### config.mk
export PLATFORM = sky130hd
export DESIGN_NAME = drops_step_ctrl
export DESIGN_NICKNAME = d
export VERILOG_FILES = /design/src/rtl/drops_step_ctrl.sv
export SDC_FILE = /design/constraint.sdc
export NUM_CORES = 1
export LEC_CHECK = 0
export ABC_AREA = 0
export CAP_MARGIN = 25
export CORE_ASPECT_RATIO = 1.25
export CORE_MARGIN = 3
export CORE_UTILIZATION = 45
export CTS_CLUSTER_SIZE = 25
export DETAILED_ROUTE_END_ITERATION = 8
export HOLD_SLACK_MARGIN = 0.15
export PLACE_DENSITY_LB_ADDON = 0.05
export SYNTH_ARGS = -nofsm -noshare
export SYNTH_HDL_FRONTEND = slang
export SYNTH_SLANG_ARGS = --single-unit
### constraint.sdc
create_clock -name clk_i -period 9.59 [get_ports clk_i]
set_input_delay 1.4385 -clock clk_i [delete_from_list [all_inputs] [get_ports clk_i]]
set_output_delay 1.4385 -clock clk_i [all_outputs]
set_load 0.02 [all_outputs]
### src/rtl/drops_step_ctrl.sv
// drops_step_ctrl: game sequencer issuing timed step enables with handshake, moves, pause, abort and level speed-up
module drops_step_ctrl #(
  parameter int TW        = 20,
  parameter int TICK_INIT = 1000000,
  parameter int TICK_MIN  = 250000,
  parameter int TICK_STEP = 50000,
  parameter int LVL_STEPS = 32,
  parameter int DONE_TO   = 15
) (
  input  logic       clk_i,
  input  logic       reset_i,
  input  logic       btn_left_i,
  input  logic       btn_right_i,
  input  logic       btn_start_i,
  input  logic       btn_pause_i,
  input  logic       d_act_i,
  output logic       e_act_o,
  output logic       left_o,
  output logic       right_o,
  output logic       game_reset_o,
  output logic [3:0] level_o,
  output logic [1:0] state_o,
  output logic       timeout_o
);
  localparam logic [1:0] S_IDLE  = 2'b00;
  localparam logic [1:0] S_RUN   = 2'b01;
  localparam logic [1:0] S_WAIT  = 2'b10;
  localparam logic [1:0] S_PAUSE = 2'b11;
  localparam logic [TW-1:0] T_INIT = TW'(TICK_INIT);
  localparam logic [TW-1:0] T_MIN  = TW'(TICK_MIN);
  localparam logic [TW:0]   T_STEP = (TW+1)'(TICK_STEP);
  localparam logic [7:0]    LVL_N  = 8'(LVL_STEPS);
  localparam logic [7:0]    DTO    = 8'(DONE_TO);
  logic [3:0] s1, s2, s3, ed;
  logic ed_l, ed_r, ed_s, ed_p;
  logic [1:0] state_nx;
  logic [TW-1:0] tick, period, per_dn;
  logic [TW:0] dec;
  logic [7:0] step_cnt, step_nx, wcnt;
  logic pend_l, pend_r, pause_pend;
  logic expire, step, lvl_up, to_hit;
  always_ff @(posedge clk_i or posedge reset_i)
    if (reset_i) begin
      s1 <= '0;
      s2 <= '0;
      s3 <= '0;
    end else begin
      s1 <= {btn_pause_i, btn_start_i, btn_right_i, btn_left_i};
      s2 <= s1;
      s3 <= s2;
    end
  assign ed = s2 & ~s3;
  assign {ed_p, ed_s, ed_r, ed_l} = ed;
  assign expire  = state_o == S_RUN && tick == period - TW'(1);
  assign step    = expire && !ed_s && !ed_p;
  assign e_act_o = step;
  assign left_o  = step & pend_l & ~pend_r;
  assign right_o = step & pend_r & ~pend_l;
  assign step_nx = step_cnt + 8'd1;
  assign lvl_up  = step_nx == LVL_N;
  assign to_hit  = wcnt + 8'd1 == DTO;
  // period shrink done one bit wider so a large step cannot wrap below the floor
  assign dec     = {1'b0, period} - T_STEP;
  assign per_dn  = (dec[TW] || dec[TW-1:0] < T_MIN) ? T_MIN : dec[TW-1:0];
  always_comb begin
    state_nx = state_o;
    case (state_o)
      S_IDLE:  state_nx = ed_s ? S_RUN : S_IDLE;
      S_RUN:   state_nx = ed_s ? S_IDLE : ed_p ? S_PAUSE : expire ? S_WAIT : S_RUN;
      S_WAIT:  state_nx = ed_s ? S_IDLE : d_act_i ? ((pause_pend | ed_p) ? S_PAUSE : S_RUN) :
                          to_hit ? S_IDLE : S_WAIT;
      default: state_nx = ed_s ? S_IDLE : ed_p ? S_RUN : S_PAUSE;
    endcase
  end
  always_ff @(posedge clk_i or posedge reset_i)
    if (reset_i) begin
      state_o      <= S_IDLE;
      game_reset_o <= 1'b1;
      tick         <= '0;
      period       <= '0;
      step_cnt     <= '0;
      wcnt         <= '0;
      level_o      <= '0;
      pend_l       <= 1'b0;
      pend_r       <= 1'b0;
      pause_pend   <= 1'b0;
      timeout_o    <= 1'b0;
    end else begin
      state_o      <= state_nx;
      game_reset_o <= state_nx == S_IDLE;
      if (state_o == S_IDLE && ed_s) begin
        tick       <= '0;
        period     <= T_INIT;
        step_cnt   <= '0;
        wcnt       <= '0;
        level_o    <= '0;
        pend_l     <= 1'b0;
        pend_r     <= 1'b0;
        pause_pend <= 1'b0;
        timeout_o  <= 1'b0;
      end else begin
        // an edge landing in the step cycle survives the clear for the next step
        if (state_o != S_IDLE) begin
          pend_l <= ed_l | (pend_l & ~step);
          pend_r <= ed_r | (pend_r & ~step);
        end
        if (state_o == S_RUN && state_nx == S_RUN) tick <= tick + TW'(1);
        if (step) begin
          tick     <= '0;
          wcnt     <= 8'd1;
          step_cnt <= lvl_up ? 8'd0 : step_nx;
          if (lvl_up) begin
            level_o <= level_o == 4'd15 ? level_o : level_o + 4'd1;
            period  <= per_dn;
          end
        end
        if (state_o == S_WAIT) begin
          wcnt <= wcnt + 8'd1;
          if (ed_p) pause_pend <= 1'b1;
          if (d_act_i) pause_pend <= 1'b0;
          if (state_nx == S_IDLE && !ed_s) timeout_o <= 1'b1;
        end
      end
    end
endmodule

==> results.txt, run 1 <==
outcome -> completed
Skew-Pair Late Insertion Delay -> 0.34 ns
layout cell share with drive strength beyond 1 -> 7.69%
final instance area -> 5260 um2
DRT Wirelength -> 11500 um
DRC errors left -> 0
Worst Setup SP -> period[7]$_DFFE_PP0P_
drt pass-1 iters -> 7
Hold Path Origin -> s1[1]$_DFF_PP0_
Metal-1 WL -> 5260 um
routed length per instance -> 17.0 um
number of synthesized flops with an enable pin -> 0
post-synth cell types -> 62
critical path endpoint category -> primary output
Synth Instances -> 541
Top-Level Pins -> 18
Final Slew Violations -> 0
# Max-Cap Violations -> 0
Critical Path End -> right_o
Chip Width -> 97.5 um
initial antenna violation count -> 0
RSZ-0062 raised after global routing -> no
reg-to-reg slack, setup -> 5.56 ns
wire length of the first global-routing pass -> 19300 um
Critical R2R Capture -> step_cnt[7]$_DFFE_PP0P_
Max Fanout on Critical Path -> 17
crit path time final -> 5.31 ns
Worst EP arrival -> 3.87 ns
number of global-route vias before repair -> 3869
Post-Syn Nets -> 555
grt total ovfl -> 0
Antenna Nets Post-Route -> 0
fmax -> 188 MHz
Gates resized, CTS repair -> 0
Setup CP Type -> reg2out
Synth area leader -> dfrtp_1
worst clock skew -> 0.00636 ns
worst slew pin tran -> 0.873 ns
Final setup viols -> 0
Final Power -> 0.885 mW
Hold WC Path Type -> reg2reg
Required @ worst endpoint -> 8.15 ns
DP Wirelength -> 7750 um
TNS Setup -> 0 ns
dominant synthesized flop cell -> dfrtp_1
Post-synth ARST share -> 100%
Final Hold Fails -> 0
Layout area overhead -> 11.7%
placer's final routability congestion estimate -> 0.878
placed cell area -> 4950 um2
worst-case clock buffer depth -> 2
leakage power -> 2.08 nW
clock transition at the registers of the reported paths -> 0.07 ns
PortBufs -> 17
flops & latches, synth -> 75
r2r worst-path depth -> 8
die area -> 11700 um2
CTS hold repair buffers -> 0
pwr/cell area -> 168 nW/um2
initial detailed-routing violation count -> 227
Mean Syn Cell Area -> 8.71 um2
chip height -> 120 um
Seq/Total Area, Yosys -> 39.9%
share of the synthesized area in the top cell type -> 39.3%
Synthesis Warnings -> 0
Sink Count -> 75
period utilisation layout -> 55.4%
Core Box Area -> 10200 um2
H-tree lvl count -> 3
smallest hold slack -> 0.353 ns
met3 wire length -> 343 um
Vias/cell -> 6.12
Slew headroom -> 41.7%
clock root buffer -> clkbuf_16
Post-CTS Setup Repair Bufs -> 0
Starting Density -> 46.4%
# diodes -> 0
RR Startpoint -> period[7]$_DFFE_PP0P_
most frequent cells in the layout -> dfrtp_1 (74), a21oi_1 (46), nor2_1 (38)
Mapped Area -> 4710 um2
commonest non-fill, non-tap cell in the layout -> dfrtp_1
vias after detailed routing -> 4128
startpoint types -> register
nets@finish -> 555
Worst VDD drop -> 0.0908 mV
top sig layer -> met4
largest net degree at the start of global routing -> 76
Row Count -> 41
TritonCTS clock tree -> done
met2 routed WL -> 5720 um
GRT Overall Usage -> 20.3%
largest cells by area after synthesis -> dfrtp_1 (39%), a21oi_1 (4.9%), o21ai_0 (3.7%), nand3_1 (3.1%), nor2_1 (3.0%)
CTS Buf Count -> 9
## power by group
part           total [mW]  switching [mW]  internal [mW]
clock               0.329           0.150          0.179
sequential          0.387          0.0380          0.349
combinational       0.169           0.105         0.0639
total               0.885           0.293          0.592
## metrics by stage
step | setup slack [ns] | std cells | util (%)
floorplan | 5.26 | 541 | -
finish | 4.28 | 675 | 51.8
global route | 3.95 | 675 | 51.8
global placement | 4.74 | 658 | 48.7
detailed placement | 4.64 | 658 | 48.7
CTS | 4.26 | 674 | 51.5
## how the worst min path moves through the flow
stage	endpoint	depth (start not counted)
floorplan	s2[0]$_DFF_PP0_	0
global placement	s2[1]$_DFF_PP0_	0
detailed placement	s2[2]$_DFF_PP0_	0
CTS	s2[3]$_DFF_PP0_	0
global route	s2[3]$_DFF_PP0_	0
finish	s2[1]$_DFF_PP0_	0
## cells by family (layout without fill, tap and decap cells)
logic type / count (synthesis) / count (layout) / share of synthesized area (%)
AOI/OAI and AO/OA: 147 / 147 / 19.7
xor gates and xnor gates: 24 / 24 / 4.46
adders and majority gates: 7 / 7 / 1.86
buffers and inverters: 53 / 58 / 4.49
DFF: 75 / 75 / 39.9
muxes: 10 / 10 / 2.15
and+or+nand+nor: 225 / 225 / 27.5
## flip-flops by register name (all words and copies together) (netlist names)
name / flops
tick: 20
period: 16
step_cnt: 8
wcnt: 8
level_o: 4
s1: 4
s2: 4
s3: 4
state_o: 2
game_reset_o: 1
pause_pend: 1
pend_l: 1
pend_r: 1
timeout_o: 1
## layout make-up
class,instances,area [um2]
clock buffers,9,225
clock inverters,7,58.8
fillers,931,4900
inverters,18,68.8
multi-input cells,413,2630
flip-flops and latches,75,1880
well taps,129,161
repair buffers,24,243
## routing by layer
layer | vias up | track usage, %
met5 | - | 0
li1 | 2019 | -
met2 | 69 | 34.2
met3 | 15 | 4.96
met1 | 2025 | 25.5
met4 | 0 | 6.58
## cell usage after synthesis, types with 5 or more instances
cell type	count
dfrtp_1	74
a21oi_1	46
nor2_1	38
o21ai_0	35
nand2_1	32
nand3_1	29
clkbuf_1	28
inv_1	18
nor3_1	18
nand4_1	17
or3_1	17
o31ai_1	16
or4_1	16
xnor2_1	15
and3_1	11
mux2i_1	9
xor2_1	9
a31oi_1	8
ha_1	7
o21a_1	6
o31a_1	6
or2_2	6
nand4b_1	5
nor2b_1	5
## critical path: stages (launching register included)
cell and delay [ns]:
dfrtp_1 0.57, or4_4 0.64, nor2_1 0.18, xor2_1 0.08
o311ai_0 0.60, nand4_1 0.17, or3_1 0.49, nor3_1 0.18
clkdlybuf4s50_1 0.63
No activity file was read; power rests on OpenSTA's default activity.
==> run 2, diff against run 1 <==
==> constraint.sdc (replaced) <==
create_clock -name clk_i -period 4.5 [get_ports clk_i]
set_input_delay 0.675 -clock clk_i [delete_from_list [all_inputs] [get_ports clk_i]]
set_output_delay 0.675 -clock clk_i [all_outputs]
set_load 0.02 [all_outputs]
==> results.txt, run 2 (synthesis gave the netlist of run 1 again) <==
Row Count -> 41
max FFs per register -> 20
PortBufs -> 17
CP max-delay cell -> or4_4
number of global-route vias before repair -> 4018
Worst Path Buf+Inv -> 2
Antenna Nets Post-Route -> 0
wire length of the first global-routing pass -> 20000 um
fmax -> 237 MHz
RR Startpoint -> period[6]$_DFFE_PP0P_
initial detailed-routing violation count -> 229
TNS Setup -> 0 ns
nets@finish -> 567
placer's final routability congestion estimate -> 0.857
period utilisation layout -> 93.6%
Hold WC Path Type -> reg2reg
DP Wirelength -> 8280 um
worst slew pin tran -> 0.734 ns
startpoint types -> register
Vias/cell -> 6.10
RSZ-0062 raised after global routing -> no
Critical Path, Cell by Cell -> or4_4, nor4b_4, nand2_1, xnor2_2, nand4_1, or3_1, inv_1, clkdlybuf4s50_1
H-tree lvl count -> 3
Final Util -> 53.6%
Top-Level Pins -> 18
worst clock skew -> 0.00773 ns
Worst VDD drop -> 0.203 mV
r2r worst-path depth -> 9
commonest non-fill, non-tap cell in the layout -> dfrtp_1
Final Hold Fails -> 0
Final setup viols -> 0
Sink Count -> 75
outcome -> completed
routed length per instance -> 17.2 um
Critical R2R Capture -> step_cnt[4]$_DFFE_PP0P_
Max Fanout on Critical Path -> 14
leakage power -> 2.21 nW
Final Slew Violations -> 0
CTS hold repair buffers -> 0
initial antenna violation count -> 0
Core Box Area -> 10200 um2
Setup CP Type -> reg2out
Required @ worst endpoint -> 3.83 ns
Worst EP arrival -> 3.54 ns
crit path time final -> 4.21 ns
# diodes -> 0
# Max-Cap Violations -> 0
GRT Overall Usage -> 20.9%
Biggest register -> tick
clock root buffer -> clkbuf_16
clock transition at the registers of the reported paths -> 0.06 ns
Worst Setup SP -> period[6]$_DFFE_PP0P_
largest net degree at the start of global routing -> 50
TritonCTS clock tree -> done
reg-to-reg slack, setup -> 0.78 ns
chip height -> 120 um
Largest regs -> tick (20), period (16)
Starting Density -> 46.4%
vias after detailed routing -> 4189
Skew-Pair Late Insertion Delay -> 0.34 ns
CTS Buf Count -> 9
worst-case clock buffer depth -> 2
critical path endpoint category -> primary output
Slew headroom -> 50.9%
DRT Wirelength -> 11800 um
die area -> 11700 um2
Crit path max-delay family -> simple AND/OR/NAND/NOR gates
slowest cell delay on critical path -> 0.62 ns
layout cell share with drive strength beyond 1 -> 10.6%
Final Power -> 2.01 mW
grt total ovfl -> 0
drt pass-1 iters -> 4
number of cells on the critical path -> 8
most frequent cells in the layout -> dfrtp_1 (72), a21oi_1 (46), nor2_1 (38)
DRC errors left -> 0
Layout area overhead -> 15.5%
Critical Path End -> e_act_o
Chip Width -> 97.5 um
pwr/cell area -> 369 nW/um2
run 2: cell count changes in the layout (fill, tap and decap cells not counted), sizes merged:
cell	change
clkdlybuf4s50	-2
clkbuf	+1
buf	+12
dlymetal6s2s	+2
bufinv	+2
clkinv	+1
clkinvlp	-3
inv	-1
run 2: power breakdown:
group	switching (mW)	total (mW)	internal, mW
sequential	0.0812	0.825	0.744
combinational	0.230	0.373	0.143
clock	0.302	0.810	0.507
run 2: area by class of cell:
class,count,area (um2)
Clock buffer,10,239
Clock inverter,6,96.3
Fill cell,935,4710
Inverter,18,68.8
Multi-Input combinational cell,413,2660
Sequential cell,75,1880
Tap cell,129,161
Timing Repair Buffer,36,338
run 2: repair_timing:
action | 4_1_cts | 5_1_grt
setup buffers | 0 | 6
pin swaps | 0 | 3
resized for setup | 2 | 8
endpoints found under the hold margin | 0 | 0
setup endpoints to repair | 2 | 3
run 2: per-layer routing:
layer  share of wire (%)  vias to the layer above  global-route usage (%)
li1                    -                     2040                       -
met1                  45                     2071                    26.2
met2                  51                       62                    36.4
met3                 2.3                       16                    3.35
met4                 1.8                        0                    7.53
met5                   0                        -                       0
run 2: stage by stage:
| step | hold slack (ns) | setup slack, ns | cells | area (um2) |
|---|---|---|---|---|
| after floorplan | 0.331 | 0.935 | 541 | 4710 |
| after global placement | 0.333 | 0.461 | 663 | 4990 |
| after detailed placement | 0.344 | 0.297 | 665 | 5020 |
| after CTS | 0.358 | 0.0143 | 681 | 5380 |
| after global routing | 0.365 | 0.124 | 687 | 5440 |
| final | 0.354 | 0.286 | 687 | 5440 |
run 2: how the worst min path moves through the flow:
stage | slack [ns] | start | to | depth (start not counted)
after global routing | 0.36 | s1[2]$_DFF_PP0_ | s2[2]$_DFF_PP0_ | 0
after floorplan | 0.33 | s1[0]$_DFF_PP0_ | s2[0]$_DFF_PP0_ | 0
after global placement | 0.33 | s1[0]$_DFF_PP0_ | s2[0]$_DFF_PP0_ | 0
after CTS | 0.36 | s1[0]$_DFF_PP0_ | s2[0]$_DFF_PP0_ | 0
after detailed placement | 0.34 | s1[0]$_DFF_PP0_ | s2[0]$_DFF_PP0_ | 0
final | 0.35 | s1[0]$_DFF_PP0_ | s2[0]$_DFF_PP0_ | 0
==> run 3, diff against run 2 <==
--- a/config.mk
+++ b/config.mk
@@ -10,6 +10,7 @@
 export CORE_ASPECT_RATIO = 1.25
 export CORE_MARGIN = 3
 export CORE_UTILIZATION = 45
+export CTS_CLUSTER_DIAMETER = 60
 export CTS_CLUSTER_SIZE = 25
 export DETAILED_ROUTE_END_ITERATION = 8
 export HOLD_SLACK_MARGIN = 0.15
==> results of run 3 <==
Final layout, timing and power as in run 2 (identical DEF).
